### config.mk
export PLATFORM = sky130hd
export DESIGN_NAME = mine_placer
export DESIGN_NICKNAME = d
export VERILOG_FILES = /design/src/rtl/mine_placer.sv
export SDC_FILE = /design/constraint.sdc
export NUM_CORES = 1
export LEC_CHECK = 0
export ABC_AREA = 1
export CORE_UTILIZATION = 57
export DETAILED_ROUTE_END_ITERATION = 6
export GPL_ROUTABILITY_DRIVEN = 0
export MAX_ROUTING_LAYER = met4
export PLACE_DENSITY = 0.87
export SLEW_MARGIN = 20
export SYNTH_ARGS = -nofsm -noshare
export SYNTH_HDL_FRONTEND = slang
export SYNTH_SLANG_ARGS = --single-unit
export TNS_END_PERCENT = 5
### constraint.sdc
create_clock -name in_clka -period 7.7 [get_ports in_clka]
set_input_delay 1.925 -clock in_clka [delete_from_list [all_inputs] [get_ports in_clka]]
set_output_delay 1.925 -clock in_clka [all_outputs]
set_load 0.01 [all_outputs]
### src/rtl/mine_placer.sv
// Places up to seven mines on a 5x5 board by stepping an LCG modulo 25 and
// rejecting cells that already hold a mine; a run gives up after MAX_TRIES steps.
module mine_placer #(
    parameter int N_CELLS   = 25,
    parameter int MAX_TRIES = 32
) (
    input  logic               in_clka,
    input  logic               in_reset_n,
    input  logic               in_place,
    input  logic [2:0]         in_n_mines,
    input  logic [2:0]         in_mult,
    input  logic [2:0]         in_incr,
    input  logic [4:0]         in_seed,
    output logic [N_CELLS-1:0] out_mines,
    output logic               out_place_done,
    output logic               out_busy,
    output logic               out_error,
    output logic [2:0]         out_mine_cnt,
    output logic [4:0]         out_last_index,
    output logic [1:0]         out_state
);

    localparam int TW = $clog2(MAX_TRIES + 1);

    typedef enum logic [1:0] {
        S_IDLE = 2'd0,
        S_INIT = 2'd1,
        S_GEN  = 2'd2,
        S_DONE = 2'd3
    } state_t;

    state_t         state, state_next;
    logic [2:0]     n_q, mult_q, incr_q;
    logic [4:0]     seed_q, x_q;
    logic [TW-1:0]  tries_q;

    logic [7:0]     lcg_full;
    logic [4:0]     x_next;
    logic           is_new;
    logic [2:0]     cnt_next;
    logic [TW-1:0]  tries_next;
    logic           gen_fail;
    logic [4:0]     seed_red;

    // The product is formed at 8 bits so the full 7*24+7 range reaches the modulo.
    assign lcg_full   = 8'(mult_q) * 8'(x_q) + 8'(incr_q);
    assign x_next     = 5'(lcg_full % 8'(N_CELLS));
    assign is_new     = ~out_mines[x_next];
    assign cnt_next   = out_mine_cnt + 3'(is_new);
    assign tries_next = tries_q + 1'b1;
    assign seed_red   = (in_seed >= 5'(N_CELLS)) ? in_seed - 5'(N_CELLS) : in_seed;
    assign out_state  = state;

    // NOTE: every signal written here gets a default first, so no path can infer a latch.
    always_comb begin
        state_next = state;
        gen_fail   = 1'b0;
        case (state)
            S_IDLE: if (in_place) state_next = S_INIT;
            S_INIT: state_next = (n_q == 3'd0) ? S_DONE : S_GEN;
            S_GEN: begin
                if (cnt_next == n_q) begin
                    state_next = S_DONE;
                end else if (tries_next == TW'(MAX_TRIES)) begin
                    state_next = S_DONE;
                    gen_fail   = 1'b1;
                end
            end
            S_DONE: state_next = S_IDLE;
            default: state_next = S_IDLE;
        endcase
    end

    // NOTE: sequential state uses non-blocking assignments so every flop samples pre-edge values.
    always_ff @(posedge in_clka or negedge in_reset_n) begin
        if (!in_reset_n) begin
            state          <= S_IDLE;
            n_q            <= '0;
            mult_q         <= '0;
            incr_q         <= '0;
            seed_q         <= '0;
            x_q            <= '0;
            tries_q        <= '0;
            out_mines      <= '0;
            out_mine_cnt   <= '0;
            out_last_index <= '0;
            out_error      <= 1'b0;
            out_busy       <= 1'b0;
            out_place_done <= 1'b0;
        end else begin
            state          <= state_next;
            out_busy       <= (state_next == S_INIT) || (state_next == S_GEN);
            out_place_done <= (state_next == S_DONE);

            case (state)
                S_IDLE: begin
                    if (in_place) begin
                        n_q    <= in_n_mines;
                        mult_q <= in_mult;
                        incr_q <= in_incr;
                        seed_q <= seed_red;
                    end
                end
                S_INIT: begin
                    out_mines    <= '0;
                    out_mine_cnt <= '0;
                    out_error    <= 1'b0;
                    tries_q      <= '0;
                    x_q          <= seed_q;
                end
                S_GEN: begin
                    x_q     <= x_next;
                    tries_q <= tries_next;
                    if (is_new) begin
                        out_mines[x_next] <= 1'b1;
                        out_mine_cnt      <= cnt_next;
                        out_last_index    <= x_next;
                    end
                    if (gen_fail) out_error <= 1'b1;
                end
                default: ;
            endcase
        end
    end

endmodule

==> qor.yml <==
route:
  ant_nets: 0
  viasPerCell: 5.66
  wl_per_cell_um: 15.4
  firstDrtPassIters: 5
  wl_um: 12200
  drc: 0
  drt_iter0_drc: 414
  dr_total_vias: 4503
yosys:
  ys_async_sr_fraction: 1.00
  synth_top_area_share: 0.336
  synth_seq_cells: 63
  yosys-top-cells-count: "nand2_1, inv_1, nand3_1, dfrtp_1, a21oi_1"
  yosysUniqueCellTypes: 41
  synth_edf_count: 0
  yosys-top-cells-area: "dfrtp_1, nand2_1, ha_1"
  synthesis.area_um2: 4690
  ys.flop_type: "dfrtp_1"
  ys_warn_count: 0
  synth_nets: 662
  yosysTopAreaCell: "dfrtp_1"
  synth_cells: 613
  yosysMostFrequentCell: "nand2_1"
  syn_area_per_cell_um2: 7.65
  yosysSeqAreaShare: 0.336
run_status:
  status: "complete, no violations"
worst_setup_path:
  crit_type: "register to register"
  endpoint_kind: "register"
  critPathSlowestCell: "fa_1"
  cp_slowest_stage_delay_ns: 0.52
  crit_fanout: 8
  start_kind: "register"
  crit_top_cell: "nand2_2"
  crit_required_ns: 7.93
  worstPathArrival_ns: 7.55
timing:
  drv_slew: 0
  fmax_ghz: 0.137
  min_period_ns: 7.32
  skew_ns: 0.0100
  setup-tns-final_ns: 0
  timing.slew.headroom: 0.480
  hold_viol: 0
  fin_crit_sh: 0.951
  finalSetupViolCount: 0
  layout_setup_ws_ns: 0.380
  worstMarginPinSlew_ns: 0.779
placement:
  dp_cells: 758
  place_ws_ns: 0.0955
  dp_hpwl_um: 8400
  portBuffers: 54
clock_tree:
  hold_buffers: 0
  clockBufferDepth: 2
  cts_tree: "built"
  numCtsBuffers: 9
  htreeDepth: 3
  clock-sinks: 63
  clk_pin_slew_ns: 0.07
  cts_root_buffer: "clkbuf_8"
  clk_latency_ns: 0.35
global_routing:
  grt_start_max_net_pins: 64
  grt_pass1_vias: 4312
  grt_pass1_wl_um: 19700
  overflow: 0
  antenna_found_initial: 0
  grt_util_all_layers: 0.296
layout:
  fill_cells: 575
  syn2layout_area_growth_pct: 23.3
  multiInputGateArea_um2: 2830
  final_util: 0.737
  stdcell_count: 795
  final_layout_size_suffix_gt1_frac: 0.175
  seqCellArea_um2: 1580
  n_antenna_cell: 0
  fin_nets: 737
floorplan:
  core-area_um2: 7850
  initial_core_util: 0.598
  io-pin-count: 55
  dieArea_um2: 8600
  dieWidth_um: 92.7
  die_h_um: 92.7
  core.rowCount: 32
run:
  maxCapViolCount: 0
hold_path:
  hold_path_class: "register to register"
-- sequential cells by signal, summed over array words and instances (netlist names) --
register and cells:
out_mines 25, tries_q 6, out_last_index 5, seed_q 5, x_q 5, incr_q 3
mult_q 3, n_q 3, out_mine_cnt 3, out_state 2, out_busy 1, out_error 1
out_place_done 1
-- worst max-delay path, delay by kind of cell (launching register included) --
family / cells / cell delay, ns
flops: 1 / 0.44
fa+ha+maj: 7 / 2.31
compound gates: 2 / 0.52
xor+xnor: 2 / 0.52
buf+inv: 6 / 0.43
simple gates: 29 / 2.97
-- cell families (layout without fill, tap and decap cells) --
group                      after synthesis  count (layout)  share of synthesized area
and+or+nand+nor                        317             318                      0.328
AOI/OAI and AO/OA                       88              88                      0.128
adders and majority gates               32              32                     0.0933
DFF                                     63              63                      0.336
buffers and inverters                  100             179                     0.0859
xor gates and xnor gates                13              13                     0.0288
-- stage by stage --
step	hold slack, ns	area (um2)
2_1_floorplan	0.455	4690
3_3_place_gp	0.469	5290
3_5_place_dp	0.483	5290
4_1_cts	0.501	5500
5_1_grt	0.537	5780
6_report	0.497	5780
-- layer usage --
metal	GRT usage	vias to the layer above	wire length [um]
met3	0.0484	42	825
li1	-	2135	-
met1	0.365	2119	5100
met5	-	-	0
met4	0.113	0	384
met2	0.489	207	5940
-- cell usage in the layout, fill, tap and decap left out, types with 4 or more instances in the layout --
cell	instances
a21oi_1	43
a21oi_4	11
buf_4	21
clkbuf_8	11
clkdlybuf4s50_1	53
dfrtp_1	60
fa_1	4
ha_1	26
inv_1	79
inv_2	5
nand2_1	159
nand2_2	23
nand2_4	10
nand3_1	62
nand3_2	5
nand3b_1	6
nand4_1	11
nor2_1	21
nor2_4	10
o21ai_0	15
o21ai_1	8
xor2_1	8
-- cell type report --
type	instances	share of cell area
repair buffers	76	0.123
well taps	102	0.0221
inverters	87	0.0565
clock inverters	5	0.00974
flip-flops and latches	63	0.273
multi-input cells	451	0.489
clock buffers	11	0.0262
-- repair_timing --
action,4_1_cts,5_1_grt
buffers inserted,0,20
setup endpoints to repair,0,4
gates resized for setup,0,29
-- path summary, 6_finish.rpt --
check | start | to | slack, ns | depth (start not counted)
setup / recovery | x_q[1] | out_busy | 0.38 | 46
hold / removal | out_last_index[0] | out_last_index[0] | 0.50 | 2
setup reg to reg | x_q[1] | out_busy | 0.38 | 46
hold reg to reg | out_last_index[0] | out_last_index[0] | 0.50 | 2
max in group asynchronous | in_reset_n | mult_q[2] | 5.41 | 2
min in group asynchronous | in_reset_n | out_mines[9] | 1.73 | 2
Power is left out: the tool's default activity adds up to more than one toggle a clock period on the data nets, which glitch-free logic cannot reach.
